<file path="config.mk">
export PLATFORM = sky130hd
export DESIGN_NAME = router_trace_capture
export DESIGN_NICKNAME = d
export VERILOG_FILES = /design/src/rtl/router_trace_capture.sv
export SDC_FILE = /design/constraint.sdc
export NUM_CORES = 1
export LEC_CHECK = 0
export ABC_CLOCK_PERIOD_IN_PS = 3340
export BUFFER_PORTS_ARGS = -buffer_cell sky130_fd_sc_hd__buf_2
export CAP_MARGIN = 20
export CORE_MARGIN = 2
export CORE_UTILIZATION = 40
export CTS_BUF_LIST = sky130_fd_sc_hd__clkbuf_8
export DETAILED_ROUTE_END_ITERATION = 10
export PLACE_DENSITY = 0.55
export RECOVER_POWER = 50
export SETUP_SLACK_MARGIN = 0.05
export SLEW_MARGIN = 20
export SYNTH_ARGS = -nofsm -noshare
export SYNTH_HDL_FRONTEND = slang
export SYNTH_SLANG_ARGS = --single-unit
</file>
<file path="constraint.sdc">
create_clock -name clk -period 3.34 [get_ports clk]
set_clock_uncertainty 0.05 [all_clocks]
set_input_delay 0.334 -clock clk [delete_from_list [all_inputs] [get_ports clk]]
set_output_delay 0.334 -clock clk [all_outputs]
set_load 0.05 [all_outputs]
</file>
<file path="src/rtl/router_trace_capture.sv">
// router_trace_capture: DfD capture stage behind a router's trigger/trace outputs.
// Each trigger cycle while ARMED stores a time-stamped trace word in a circular
// buffer. A debug host drains the buffer through a first-word-fall-through
// valid/ready port.
// Optional build macro TRACE_DEDUP_EN folds repeats of the most recently written
// trace word into a 4-bit saturating repeat count kept alongside that entry.
module router_trace_capture #(
  parameter int DEPTH        = 16,
  parameter int TSw          = 16,
  parameter int STOP_ON_FULL = 0,
  localparam int AW          = $clog2(DEPTH),
`ifdef TRACE_DEDUP_EN
  localparam int RD_W        = TSw + 36
`else
  localparam int RD_W        = TSw + 32
`endif
) (
  input  logic            clk,
  input  logic            reset,
  input  logic            arm,
  input  logic            stop,
  input  logic            trigger,
  input  logic [31:0]     trace,
  output logic            rd_valid,
  input  logic            rd_ready,
  output logic [RD_W-1:0] rd_data,
  output logic [1:0]      cap_state,
  output logic [AW:0]     fill_level,
  output logic [15:0]     overflow_cnt,
  output logic            done
);

  localparam int          ENT_W    = TSw + 32;
  localparam logic [AW:0] FULL_LVL = (AW+1)'(DEPTH);
  localparam logic [AW:0] LAST_LVL = (AW+1)'(DEPTH - 1);
  localparam logic [AW:0] ONE_LVL  = (AW+1)'(1);

  typedef enum logic [1:0] {
    IDLE    = 2'd0,
    ARMED   = 2'd1,
    STOPPED = 2'd2
  } cap_state_e;

  cap_state_e        state_q, state_d;
  logic              arm_go;
  logic [TSw-1:0]    ts_q;
  logic [AW-1:0]     wr_ptr_q, rd_ptr_q;
  logic [AW:0]       fill_q, fill_d;
  logic [15:0]       ovf_q;
  logic              done_q;
  logic [ENT_W-1:0]  mem [DEPTH];

  logic              capture, full, rd_en, wr_en, drop, dup_hit;

`ifdef TRACE_DEDUP_EN
  logic [3:0]        rep_mem [DEPTH];
  logic              last_vld_q;
  logic [31:0]       last_trace_q;

  function automatic logic [3:0] sat_inc4(input logic [3:0] v);
    return (v == 4'hF) ? v : v + 4'd1;
  endfunction
`endif

  function automatic logic [15:0] sat_inc16(input logic [15:0] v);
    return (v == 16'hFFFF) ? v : v + 16'd1;
  endfunction

  // Push/pop decisions; fullness is judged before any same-cycle pop.
  always_comb begin
    capture = (state_q == ARMED) && trigger;
    full    = (fill_q == FULL_LVL);
    rd_en   = (fill_q != '0) && rd_ready;
`ifdef TRACE_DEDUP_EN
    // The newest entry is still resident unless the buffer is empty or it leaves this cycle.
    dup_hit = capture && last_vld_q && (trace == last_trace_q) &&
              (fill_q != '0) && !((fill_q == ONE_LVL) && rd_en);
`else
    dup_hit = 1'b0;
`endif
    wr_en   = capture && !full && !dup_hit;
    drop    = capture && full && !dup_hit;
    fill_d  = fill_q;
    if (wr_en && !rd_en)      fill_d = fill_q + ONE_LVL;
    else if (!wr_en && rd_en) fill_d = fill_q - ONE_LVL;
  end

  // Capture state machine: next state; stop always beats a same-cycle arm.
  always_comb begin
    state_d = state_q;
    arm_go  = 1'b0;
    case (state_q)
      IDLE: begin
        if (arm && !stop) begin
          state_d = ARMED;
          arm_go  = 1'b1;
        end
      end
      ARMED: begin
        if (stop)
          state_d = STOPPED;
        else if ((STOP_ON_FULL != 0) && wr_en && !rd_en && (fill_q == LAST_LVL))
          state_d = STOPPED;
      end
      STOPPED: begin
        if (arm && !stop) begin
          state_d = ARMED;
          arm_go  = 1'b1;
        end
      end
      default: state_d = IDLE;
    endcase
  end

  // Control registers: state, timestamp, pointers, fill, overflow and done.
  always_ff @(posedge clk or negedge reset) begin
    if (!reset) begin
      state_q  <= IDLE;
      ts_q     <= '0;
      wr_ptr_q <= '0;
      rd_ptr_q <= '0;
      fill_q   <= '0;
      ovf_q    <= '0;
      done_q   <= 1'b0;
    end else begin
      state_q <= state_d;
      ts_q    <= ts_q + 1'b1;
      if (wr_en) wr_ptr_q <= wr_ptr_q + 1'b1;
      if (rd_en) rd_ptr_q <= rd_ptr_q + 1'b1;
      fill_q  <= fill_d;
      if (arm_go)    ovf_q <= '0;
      else if (drop) ovf_q <= sat_inc16(ovf_q);
      done_q  <= (state_d == STOPPED) && (fill_d == '0);
    end
  end

  // Buffer storage: data only, never reset.
  always_ff @(posedge clk) begin
    if (wr_en) mem[wr_ptr_q] <= {ts_q, trace};
  end

`ifdef TRACE_DEDUP_EN
  // Tracks whether a word has been written since the last arm.
  always_ff @(posedge clk or negedge reset) begin
    if (!reset)      last_vld_q <= 1'b0;
    else if (arm_go) last_vld_q <= 1'b0;
    else if (wr_en)  last_vld_q <= 1'b1;
  end

  // Most recently written trace word, compared against each new capture.
  always_ff @(posedge clk) begin
    if (wr_en) last_trace_q <= trace;
  end

  // Repeat counts: cleared on a fresh write, bumped in place on a repeat.
  always_ff @(posedge clk) begin
    if (wr_en)        rep_mem[wr_ptr_q] <= 4'd0;
    else if (dup_hit) rep_mem[wr_ptr_q - 1'b1] <= sat_inc4(rep_mem[wr_ptr_q - 1'b1]);
  end

  assign rd_data = rd_valid ? {rep_mem[rd_ptr_q], mem[rd_ptr_q]} : '0;
`else
  assign rd_data = rd_valid ? mem[rd_ptr_q] : '0;
`endif

  assign rd_valid     = (fill_q != '0);
  assign cap_state    = state_q;
  assign fill_level   = fill_q;
  assign overflow_cnt = ovf_q;
  assign done         = done_q;

endmodule
</file>
==> flow_summary.toml <==
[run_status]
status = "complete, but fails checks"
violations = "max-capacitance violations, max-slew violations, negative setup slack"

[synth]
seq_area_frac_synth_pct = 75.80
syn_inst = 1370
yosysUniqueCellTypes = 50
synthXorXnorAreaFrac_pct = 0.8756
synth_fp_nets = 1417
avgSynthCellArea_sq_um = 23.36
syn_area_sq_um = 32010
synthSimpleGateAreaFrac_pct = 2.853
synth_top_family_by_area = "multiplexers"
synth_fa_ha_area_share_pct = 0.3518
synth.ff_latch_count = 816
synth_compound_area_share_pct = 0.8169
muxShareOfSynthArea_pct = 17.66
synth_edf_count = 768
ys_async_sr_fraction_pct = 5.882
ys.warnings.count = 0
ys.flop_type = "edfxtp_1"

[min_path]
hp-start = "trigger"
holdPathStages = 5
holdPathEnd = "fill_level[1]"
worst_hold_path_type = "in2reg"

[global_routing]
grt_overflow = 0
grt_start_max_net_pins = 65
grt_pass1_wl_mm = 110.7
grt_util_all_layers_pct = 18.61
grt_pass1_vias = 16340
antenna_found_initial = 1

[power_and_ir_drop]
power_density_nw_per_um2 = 818.5
combPwrFrac_pct = 36.6
p_int_w = 0.02115
switchingPower_w = 0.01012
pwr-share-seq_pct = 37.8
p_sw_share_pct = 32.36
peakVddDrop_v = 0.0006178
pwr-share-clk_pct = 25.6
leakage_nw = 13.12

[floorplanning]
rows = 103
ioPinCount = 111
die_x_microns = 286.9
core_area_sq_um = 79130
die_area_sq_um = 82300
start_util_pct = 40.45
fp.dieH_microns = 286.9

[worst_setup_path]
cp-startpoint = "rd_ptr_q[0]"
reg2reg_slack_ns = 0.42
cp_max_fo = 8
required_ns = 2.96
r2r-start = "fill_level[1]"
cp-start-kind = "register"
reg2regPathDepth = 8
path_class = "reg2out"
cp_data_arrival_time_ns = 3.13
cp-end-kind = "output pin"
r2r_end = "mem[1][3]"

[sta]
rsz0062_at_grt = "true"
setup-tns-final_ns = -3.382
setup_ws_ns = -0.1741
finalCritPeriodShare_pct = 105.2
period_minus_slack_ns = 3.514
fmax_mhz = 284.6
max_slew.worst_pin.slew_ns = 1.967
max_slew_margin_pct = -31.12
setup_viol = 44
slew_viol_final = 34
hold_viol_final = 0

[routing]
drc = 0
drt_wl_total_mm = 75.64
first_iter_violations = 1142
viasPerCell = 5.377
drt_first_pass_iters = 5
vias = 15380
routedWlPerCell_microns = 26.45
ant_nets = 0

[placement]
placed_cells = 2535
gp_congestion = 0.7451
place_hpwl_mm = 39.73
io_buffer_count = 110

[final_layout]
nets = 1750
area_delta_synth_final_pct = 19.34
layout-drive-gt1-share_pct = 35.38
final_util_pct = 48.28
final_cells = 2860

[clock_network]
cts_sinks = 816
cts.path.max_buffers = 3
root_buffer = "clkbuf_8"
htree_levels = 4
clk_pin_slew_ns = 0.07
cts_made_buffers = 139
clk_latency_ns = 0.78
cts_tree = "done"

[job]
maxCapViolations = 1
[placed cells by master (no fill, tap or decap), drive strengths merged, types with 3 or more instances in the layout]
cell type / netlist / final
a21oi: 6 / 6
a31oi: 3 / 3
and2: 61 / 61
and3: 5 / 5
and4: 7 / 7
buf: 35 / 181
clkbuf: 33 / 184
clkinv: 0 / 42
clkinvlp: 0 / 4
dfrtp: 48 / 48
dlygate4sd3: 0 / 37
edfxtp: 768 / 768
ha: 9 / 9
inv: 8 / 67
mux4: 240 / 240
nand2: 21 / 21
nand3: 16 / 16
nand4: 8 / 8
nor2: 17 / 17
nor3b: 3 / 3
nor4: 3 / 3
o211ai: 8 / 8
o21ai: 11 / 11
or3: 3 / 3
xnor2: 19 / 19
xor2: 13 / 13
[worst max-delay path: stages, from the launching register on]
cell and delay [ns]:
dfrtp_4 0.53, buf_16 0.17, buf_12 0.13, buf_12 0.12, buf_16 0.14, mux4_2 0.42, mux4_2 0.51, and2_4 0.18
buf_6 0.14
[worst max-delay path by stage]
stage             endpoint  slack (ns)  cells past startpoint
2_1_floorplan    mem[7][0]        0.25                      8
3_3_place_gp    rd_data[8]        0.49                      6
3_5_place_dp    rd_data[2]        0.48                      6
4_1_cts        rd_data[22]       -0.25                      6
5_1_grt        rd_data[32]       -0.26                      8
6_report       rd_data[32]       -0.17                      8
[final cells by class]
class,instances,area (sq um)
Sequential cell,816,24280
Inverter,8,30.03
Timing Repair Buffer,260,2888
Antenna cell,1,2.502
Clock buffer,142,1954
Fill cell,6549,40930
Multi-Input combinational cell,478,7211
Tap cell,1050,1314
Clock inverter,105,524.3
[flip-flops by register name (all words and copies together), names as in the netlist]
signal	cells
done	1
ts_q	16
mem	768
rd_ptr_q	4
overflow_cnt	16
wr_ptr_q	4
cap_state	2
fill_level	5
[through the flow]
step                      instance area [sq um]  power, W  hold WS (ns)  setup slack, ns
final                                     38200   0.03127       0.09046          -0.1741
after CTS                                 38000   0.03116     0.0003048          -0.2532
after floorplan                           32030   0.01887      -0.01159           0.2494
after global placement                    34420   0.02117        0.4121           0.4895
after detailed placement                  34420   0.02124        0.4248           0.4760
after global routing                      38200   0.03260       0.08594          -0.2614
[power by group through the flow]
stage | registers [W] | logic [W] | clock network (W)
2_1_floorplan | 0.0118 | 0.00703 | 0
5_1_grt | 0.0119 | 0.0120 | 0.00871
3_5_place_dp | 0.0120 | 0.00921 | 0
4_1_cts | 0.0118 | 0.0111 | 0.00826
6_report | 0.0118 | 0.0114 | 0.00801
3_3_place_gp | 0.0120 | 0.00915 | 0
[cells by family (layout without fill, tap and decap cells)]
| group | after synthesis | in the layout |
|---|---|---|
| flops | 816 | 816 |
| mux | 241 | 241 |
| simple gates | 156 | 156 |
| buf+inv | 76 | 515 |
| compound gates | 40 | 40 |
| xor+xnor | 32 | 32 |
| fa+ha+maj | 9 | 9 |
| other cells | 0 | 1 |
[metal layers]
| layer | track usage, % | up-vias | share of wire [%] |
|---|---|---|---|
| li1 | - | 6526 | - |
| met1 | 25.93 | 8321 | 44 |
| met2 | 29.95 | 429 | 49 |
| met3 | 3.722 | 103 | 4.7 |
| met4 | 5.339 | 0 | 1.8 |
| met5 | 0 | - | 0 |
[cell usage after synthesis, types with 9 or more instances]
library cell	n	area (sq um)
and2_1	61	381.6
buf_12	10	200.2
buf_6	9	101.4
clkbuf_1	33	123.9
dfrtp_1	48	1201
edfxtp_1	768	23060
ha_1	9	112.6
mux4_1	63	1655
mux4_2	177	3986
nand2_1	21	78.83
nand3_1	16	80.08
nor2_1	17	63.81
o21ai_0	9	45.04
xnor2_1	19	166.4
xor2_1	13	113.9
[timing repair]
action	4_1_cts	5_1_grt
endpoints found under the hold margin	554	0
gates cloned	6	8
resized for setup	178	36
setup endpoints to repair	48	48
hold buffers	37	0
pin swaps	0	0
setup buffers	23	6
Power figures use the tool's default switching activity.
